[src/rtl/acc_cpu_param.sv]
// Parametrised accumulator CPU: register file, valid/ready instruction intake,
// carry/zero flags, multi-cycle shift-add MUL and strobed OUT. Option: ACC_CPU_SAT_EN.
module acc_cpu_param #(
  parameter  int DATA_W  = 8,
  parameter  int NREG    = 4,
  localparam int RIDX_W  = $clog2(NREG),
  localparam int INSTR_W = 4 + RIDX_W + DATA_W
) (
  input  logic               clk,
  input  logic               rst_n,
  input  logic [INSTR_W-1:0] instr,
  input  logic               instr_valid,
  output logic               instr_ready,
  output logic [DATA_W-1:0]  acc_out,
  output logic               flag_z,
  output logic               flag_c,
  output logic               busy,
  output logic [DATA_W-1:0]  out_data,
  output logic               out_valid
);

  localparam int CNT_W = $clog2(DATA_W + 1);

  typedef enum logic [3:0] {
    OP_NOP  = 4'h0, OP_ADD = 4'h1, OP_SUB = 4'h2, OP_AND = 4'h3,
    OP_OR   = 4'h4, OP_NOT = 4'h5, OP_LDI = 4'h6, OP_ST  = 4'h7,
    OP_LD   = 4'h8, OP_ADDR = 4'h9, OP_SHL = 4'hA, OP_SHR = 4'hB,
    OP_MUL  = 4'hC, OP_OUT = 4'hD, OP_NOPE = 4'hE, OP_NOPF = 4'hF
  } opcode_t;

  typedef enum logic [0:0] {IDLE = 1'b0, MUL = 1'b1} state_t;

  state_t                state;
  logic [DATA_W-1:0]     acc;
  logic [DATA_W-1:0]     regs [NREG];
  logic [2*DATA_W-1:0]   prod;
  logic [2*DATA_W-1:0]   mcand;
  logic [DATA_W-1:0]     mplier;
  logic [CNT_W-1:0]      cnt;

  opcode_t               op;
  logic [RIDX_W-1:0]     rd;
  logic [DATA_W-1:0]     imm;
  logic [DATA_W:0]       sum;
  logic [DATA_W:0]       diff;
  logic [DATA_W:0]       sum_r;
  logic                  wr_acc;
  logic [DATA_W-1:0]     nxt_acc;
  logic                  nxt_c;
  logic [2*DATA_W-1:0]   step_prod;
  logic                  mul_hi_nz;
  logic [DATA_W-1:0]     mul_res;

  assign op          = opcode_t'(instr[3:0]);
  assign rd          = instr[4 +: RIDX_W];
  assign imm         = instr[INSTR_W-1 -: DATA_W];
  assign instr_ready = (state == IDLE);
  assign acc_out     = acc;

  // Single-cycle datapath; the MSB of each extended sum is the raw carry/borrow.
  always_comb begin
    sum     = {1'b0, acc} + {1'b0, imm};
    diff    = {1'b0, acc} - {1'b0, imm};
    sum_r   = {1'b0, acc} + {1'b0, regs[rd]};
    wr_acc  = 1'b1;
    nxt_acc = acc;
    nxt_c   = flag_c;
    case (op)
`ifdef ACC_CPU_SAT_EN
      OP_ADD:  begin nxt_acc = sum[DATA_W]   ? '1 : sum[DATA_W-1:0];   nxt_c = sum[DATA_W];   end
      OP_SUB:  begin nxt_acc = diff[DATA_W]  ? '0 : diff[DATA_W-1:0];  nxt_c = diff[DATA_W];  end
      OP_ADDR: begin nxt_acc = sum_r[DATA_W] ? '1 : sum_r[DATA_W-1:0]; nxt_c = sum_r[DATA_W]; end
`else
      OP_ADD:  begin nxt_acc = sum[DATA_W-1:0];   nxt_c = sum[DATA_W];   end
      OP_SUB:  begin nxt_acc = diff[DATA_W-1:0];  nxt_c = diff[DATA_W];  end
      OP_ADDR: begin nxt_acc = sum_r[DATA_W-1:0]; nxt_c = sum_r[DATA_W]; end
`endif
      OP_AND:  nxt_acc = acc & imm;
      OP_OR:   nxt_acc = acc | imm;
      OP_NOT:  nxt_acc = ~acc;
      OP_LDI:  nxt_acc = imm;
      OP_LD:   nxt_acc = regs[rd];
      OP_SHL:  begin nxt_acc = {acc[DATA_W-2:0], 1'b0}; nxt_c = acc[DATA_W-1]; end
      OP_SHR:  begin nxt_acc = {1'b0, acc[DATA_W-1:1]}; nxt_c = acc[0];        end
      default: wr_acc = 1'b0;
    endcase
  end

  // One shift-add step; the multiplicand walks left as the multiplier walks right.
  always_comb begin
    step_prod = prod + (mplier[0] ? mcand : '0);
    mul_hi_nz = |step_prod[2*DATA_W-1:DATA_W];
`ifdef ACC_CPU_SAT_EN
    mul_res   = mul_hi_nz ? '1 : step_prod[DATA_W-1:0];
`else
    mul_res   = step_prod[DATA_W-1:0];
`endif
  end

  // NOTE: the register file is reset explicitly because the reset state of every
  // register is architecturally visible through LD/ADDR.
  always_ff @(posedge clk) begin
    if (!rst_n) begin
      state     <= IDLE;
      acc       <= '0;
      flag_z    <= 1'b0;
      flag_c    <= 1'b0;
      busy      <= 1'b0;
      out_data  <= '0;
      out_valid <= 1'b0;
      prod      <= '0;
      mcand     <= '0;
      mplier    <= '0;
      cnt       <= '0;
      for (int i = 0; i < NREG; i++) regs[i] <= '0;
    end else begin
      out_valid <= 1'b0;
      case (state)
        IDLE: begin
          if (instr_valid) begin
            case (op)
              OP_MUL: begin
                mcand  <= {{DATA_W{1'b0}}, acc};
                mplier <= imm;
                prod   <= '0;
                cnt    <= CNT_W'(DATA_W);
                state  <= MUL;
                busy   <= 1'b1;
              end
              OP_OUT: begin
                out_data  <= acc;
                out_valid <= 1'b1;
              end
              OP_ST: regs[rd] <= acc;
              default: begin
                if (wr_acc) begin
                  acc    <= nxt_acc;
                  flag_z <= (nxt_acc == '0);
                end
                flag_c <= nxt_c;
              end
            endcase
          end
        end
        MUL: begin
          prod   <= step_prod;
          mcand  <= mcand << 1;
          mplier <= mplier >> 1;
          cnt    <= cnt - CNT_W'(1);
          if (cnt == CNT_W'(1)) begin
            acc    <= mul_res;
            flag_c <= mul_hi_nz;
            flag_z <= (mul_res == '0);
            state  <= IDLE;
            busy   <= 1'b0;
          end
        end
        default: state <= IDLE;
      endcase
    end
  end

endmodule

[config.mk]
export PLATFORM = sky130hd
export DESIGN_NAME = acc_cpu_param
export DESIGN_NICKNAME = d
export VERILOG_FILES = /design/src/rtl/acc_cpu_param.sv
export SDC_FILE = /design/constraint.sdc
export NUM_CORES = 1
export LEC_CHECK = 0
export CAP_MARGIN = 0
export CELL_PAD_IN_SITES_DETAIL_PLACEMENT = 0
export CELL_PAD_IN_SITES_GLOBAL_PLACEMENT = 1
export CORE_ASPECT_RATIO = 2
export CORE_MARGIN = 2
export CORE_UTILIZATION = 40
export CTS_BUF_LIST = sky130_fd_sc_hd__clkbuf_4 sky130_fd_sc_hd__clkbuf_8 sky130_fd_sc_hd__clkbuf_16
export DETAILED_ROUTE_END_ITERATION = 12
export DONT_BUFFER_PORTS = 1
export PLACE_DENSITY = 0.69
export SKIP_CTS_REPAIR_TIMING = 1
export SYNTH_ARGS = -nofsm -noshare
export SYNTH_HDL_FRONTEND = slang
export SYNTH_SLANG_ARGS = --single-unit
[constraint.sdc]
create_clock -name clk -period 4.4 [get_ports clk]
set_input_delay 0.88 -clock clk [delete_from_list [all_inputs] [get_ports clk]]
set_output_delay 0.88 -clock clk [all_outputs]
set_load 0.005 [all_outputs]
-- After elaboration in Yosys (flattened, before gate mapping)
Memory sizes are Yosys's and may differ from the RTL's.
Cells that the tools add are included.
- register bits after elaboration: 65
- latch bits: 0
- memory bits (writable): 32
- memory bits (read-only): 0
- input port bits: 17
- output and inout port bits: 21
- memories kept: 1
- memory list (memory ; words ; bits a word ; read ports ; clocked after Yosys merged registers in ; wr ports ; line ; source):
    regs ; 4 ; 8 ; 1 ; 0 ; 4 ; 35 ; logic [DATA_W-1:0] regs [NREG];
- $add $sub $neg: 5
- multiply operators: 0
- divide/modulo/power cells: 0
- order comparisons: 0
- equal/unequal tests: 20
- shifts and indexed selects: 0
- mux-type cells: 48
- bitwise operators: 6
- reduce and logical (&&, ||, !) cells: 12
- operators by type and width (kind ; count):
    2-to-1 mux 16 bit ; 5
    one-hot mux 8 bit (10 select lines) ; 1
    one-hot mux 16 bit (2 select lines) ; 2
    2-to-1 mux 8 bit ; 7
    one-hot mux 8 bit (2 select lines) ; 2
    == test 4 bit (second input constant) ; 6
    2-to-1 mux 1 bit ; 22
    adder 8 x 8 -> 9 bit ; 2
    adder 16 bit ; 1
    == test 4 x 3 -> 1 bit (second input constant) ; 4
    logical NOT 8 bit ; 2
    OR reduction 8 bit ; 2
    OR reduction 10 bit ; 1
    subtractor 8 x 8 -> 9 bit ; 1
    bitwise AND 8 bit ; 1
    == test 4 x 1 -> 1 bit (second input constant) ; 2
    == test 4 x 2 -> 1 bit (second input constant) ; 2
    2-to-1 mux 4 bit ; 2
    NOT 8 bit ; 1
    OR 8 bit ; 1
    one-hot mux 1 bit (2 select lines) ; 4
    one-hot mux 4 bit (2 select lines) ; 1
    AND reduction 4 bit ; 2
    != test 2 x 1 -> 1 bit (second input constant) ; 3
    9 further kinds ; 14

-- Logic depth before layout (Yosys ltp)
- word-level depth: 8
- gate-level depth with buffers: 12
- mapped depth without buffers: 12

-- Least setup slack after synthesis
No wires, ideal clock.
- kind: input -> register
- start: input instr[4]
- end: register flag_z
- library setup time: 0.059 ns
- arrival time: 3.577 ns
- setup slack: 0.764 ns
- stages: 10
- buffers on the path: 1
- cells stage by stage: buf_4 mux4_2 ha_1 fa_1 xor2_1 a222oi_1 nand4_1 or4_1 nor4_1 a32o_2
- cells in the longest elaborated chain, start to end: 8
- ends and longest elaborated chain (element ; line ; source):
    start, declared ; 11 ; input logic [INSTR_W-1:0] instr,
    memory (4 x 8 bit) * ; - ;
    adder 8 x 8 -> 9 bit ; 64 ; sum_r = {1'b0, acc} + {1'b0, regs[rd]};
    one-hot mux 8 bit (10 select lines) * ; 68 ; case (op)
    logical NOT 8 bit * ; 138 ; flag_z <= (nxt_acc == '0);
    2-to-1 mux 1 bit * ; 136 ; if (wr_acc) begin
    2-to-1 mux 1 bit * ; 121 ; case (op)
    2-to-1 mux 1 bit * ; 120 ; if (instr_valid) begin
    one-hot mux 1 bit (2 select lines) * ; 118 ; case (state)
    end signal, assigned ; 138 ;
    end signal, assigned ; 153 ; flag_z <= (mul_res == '0);
    end, declared ; 15 ; output logic flag_z,
Mark *: on every way between the ends. The rest lies on a longest branch, timed or not. The select of a mux whose other input is x is not followed.
A chain may end at the register's enable or synchronous reset.

-- Worst setup path in the final report
- start: register mplier[0]
- end: register flag_c
- cells in the longest elaborated chain, start to end: 5
- ends and longest elaborated chain (element ; line ; source):
    start, declared ; 38 ; logic [DATA_W-1:0] mplier;
    start signal, assigned ; 124 ; mplier <= imm;
    start signal, assigned ; 148 ; mplier <= mplier >> 1;
    2-to-1 mux 16 bit ; 91 ; step_prod = prod + (mplier[0] ? mcand : '0);
    adder 16 bit ; 91 ;
    OR reduction 8 bit ; 92 ; mul_hi_nz = |step_prod[2*DATA_W-1:DATA_W];
    2-to-1 mux 1 bit ; 150 ; if (cnt == CNT_W'(1)) begin
    one-hot mux 1 bit (2 select lines) ; 118 ;
    end signal, assigned ; 140 ; flag_c <= nxt_c;
    end signal, assigned ; 152 ; flag_c <= mul_hi_nz;
    end, declared ; 16 ; output logic flag_c,
Every way passes these cells. The select of a mux whose other input is x is not followed.

==> flow_summary.yaml <==
final_layout:
  utilization_pct: 44.0
  multi_input_area_mm2: 0.00406
  drive_gt1_share_pct: 7.80
  n_fill_cell: 1632
  num_antenna_cells: 0
  final-seq-area_mm2: 0.00226
  final_cells: 960
  final_area_mm2: 0.00716
  layout.nets: 821
  area_delta_synth_final_pct: 7.60
setup_path:
  worstPathArrival_ps: 3610
  crit_path_end_kind: "flip-flop"
  r2r_start: "mplier[0]"
  crit_end: "flag_c"
  crit_chain: "buf_4 > and2_1 > fa_1 > a21o_1 > a221oi_1 > nand3_1 > a31oi_1 > o21ai_0 > xnor2_1 > nor4_1 > a21boi_0"
  worstRegToRegCells: 11
  rr_endpoint: "flag_c"
  critPathLaunchType: "flip-flop"
  reg2reg_setup_slack_ps: 1020
  critical_path.max_stage_delay_ps: 450
  critPathSlowestCell: "fa_1"
  cp_top_family: "compound AO/OA/AOI/OAI gates"
  startpoint: "mplier[0]"
  cp.depth: 11
  critPathBufInv: 1
  required_ps: 4630
  critPathKind: "flip-flop to flip-flop"
  path_max_fanout: 15
routing:
  wl_mm: 22.4
  post_drt_wl_per_cell_um: 23.3
  first_iter_violations: 451
  postRouteAntennaNets: 0
  num_vias: 6003
  drt-vias-per-instance: 6.25
  drc: 0
  dr.pass1.iters: 7
sta:
  tns_ps: 0
  hold_viol_final: 0
  fin_skew_ps: 8.36
  hold_slack_ps: 473
  tightest_slew_ps: 1170
  setup_viol: 0
  layout_min_cycle_time_ps: 3380
  fmax_mhz: 296
  rsz0062_at_grt: "no"
  drv_slew: 0
  slew_headroom_pct: 22.1
  fin_ws_ps: 1020
  finalCritPeriodShare_pct: 76.8
die:
  row_count: 66
  core_area_mm2: 0.0163
  die_height_um: 186
  die_x_um: 95.2
  io_pins: 38
  dieArea_mm2: 0.0177
  start_util_pct: 40.9
synthesis:
  avgSynthCellArea_um2: 8.73
  synth_edf_count: 32
  synth-seq-cells: 97
  synthDistinctLibCells: 77
  yosys.area.top_type: "dfxtp_1"
  synthArstFlopShare_pct: 0
  syn_inst: 762
  syn_area_mm2: 0.00665
  synth_area_leaders: "dfxtp_1, edfxtp_1, ha_1"
  synthFlopType: "dfxtp_1"
  synth_top_area_share_pct: 19.6
  synth_fp_nets: 832
  ys_warn_count: 0
  ys_seq_area_share_pct: 34.0
placement:
  place_hpwl_mm: 16.8
  dpl_cell_area_mm2: 0.00685
  place_inst: 944
  io_buffer_count: 0
  dp_slack_ps: 701
  place_congestion: 1.01
pwr:
  power.switching_uw: 647
  switching_share_pct: 29.6
  p_total_mw: 2.19
  combPwrFrac_pct: 19.1
  p_int_mw: 1.54
  sequentialPowerShare_pct: 43.9
  clock_power_share_pct: 37.0
  peakVddDrop_v: 0.000302
  power_density_mw_per_mm2: 305
  power.leakage_nw: 2.78
outcome:
  outcome: "finished clean"
grt:
  grtUsageTotal_pct: 26.3
  grt_pass1_wl_mm: 34.7
  antenna_found_initial: 0
  grt_overflow: 0
  grt_max_degree: 56
  grt_pass1_vias: 6121
clock_tree:
  cts_tree: "done"
  clockBufferDepth: 2
  cts_sinks: 97
  path_clk_slew_ps: 70
  cts_buffers: 9
  insertion_delay_ps: 360
  cts_max_level: 3
  clockRootBuffer: "clkbuf_16"
flow_run:
  max_cap_violations: 0
worst_hold_path:
  hold_class: "flip-flop to flip-flop"
==> layout by cell type (no fill, tap or decap), types with 13 or more instances in the layout <==
cell,netlist,layout
a22oi_1,28,28
o21ai_0,42,42
a21oi_1,55,55
nand2_1,46,46
nor3_1,16,16
dfxtp_1,65,64
edfxtp_1,32,32
ha_1,49,49
nor4_1,13,13
nor2_1,97,97
inv_1,30,30
a222oi_1,15,15
buf_4,1,19
and2_1,31,31
==> power by group through the flow <==
stage / sequential (mW) / clock (mW) / combinational [mW]
after floorplan: 0.986 / 0 / 0.284
after global placement: 0.979 / 0 / 0.410
after detailed placement: 0.980 / 0 / 0.412
after CTS: 0.960 / 0.826 / 0.415
after global routing: 0.962 / 0.861 / 0.453
final: 0.959 / 0.809 / 0.418
==> kinds of logic after synthesis <==
logic type	synth area share, %
adders and majority gates	10.4
buffers and inverters	5.10
and+or+nand+nor	19.0
AOI/OAI and AO/OA	25.3
DFF	34.0
muxes	4.06
xor gates and xnor gates	2.11
==> synthesized netlist by cell type, drive strengths merged (8+ instances only) <==
master / n
a211oi: 8
a21o: 12
a21oi: 55
a222oi: 15
a22oi: 28
a31oi: 10
and2: 31
buf: 8
clkbuf: 32
dfxtp: 65
edfxtp: 32
ha: 49
inv: 32
mux2i: 9
mux4: 8
nand2: 47
nand2b: 8
nand3: 9
nor2: 98
nor2b: 9
nor3: 17
nor4: 13
o211ai: 9
o21ai: 43
xnor2: 12
==> worst min path at each step <==
| stage | start | end | slack, ps | cells past startpoint |
|---|---|---|---|---|
| floorplan | prod[4] | prod[4] | 440 | 2 |
| global placement | prod[5] | prod[5] | 450 | 2 |
| detailed placement | prod[4] | prod[4] | 460 | 2 |
| CTS | prod[4] | prod[4] | 470 | 2 |
| global route | prod[7] | prod[7] | 500 | 2 |
| finish | prod[7] | prod[7] | 470 | 2 |
==> metal layers <==
| layer | vias to the layer above | wire length, µm | track usage (%) |
|---|---|---|---|
| li1 | 2828 | - | - |
| met1 | 2885 | 7670 | 27.6 |
| met2 | 213 | 11900 | 46.3 |
| met3 | 77 | 1130 | 4.04 |
| met4 | 0 | 1660 | 17.9 |
| met5 | - | 0 | 0 |
==> cell type report <==
cell class | instances | area share [%]
inverter | 34 | 1.78
tap | 204 | 3.57
multi-input combinational | 590 | 56.8
clock buffer | 9 | 3.15
clock inverter | 7 | 1.08
timing repair buffer | 19 | 1.99
sequential | 97 | 31.6
==> sequential cells by signal, summed over array words and instances (netlist names) <==
register	flops
regs	32
mcand	16
busy	1
cnt	4
prod	16
flag_c	1
out_data	8
state	1
out_valid	1
flag_z	1
mplier	8
acc_out	8
==> worst reg2reg max path, cell delays in order, from the launching register on <==
cell      delay (ps)
dfxtp_1          330
buf_4            200
and2_1           210
fa_1             450
a21o_1           200
a221oi_1         400
nand3_1          170
a31oi_1          370
o21ai_0          210
xnor2_1          210
nor4_1           360
a21boi_0         130
Note: power is estimated with default switching activity, not from simulation.
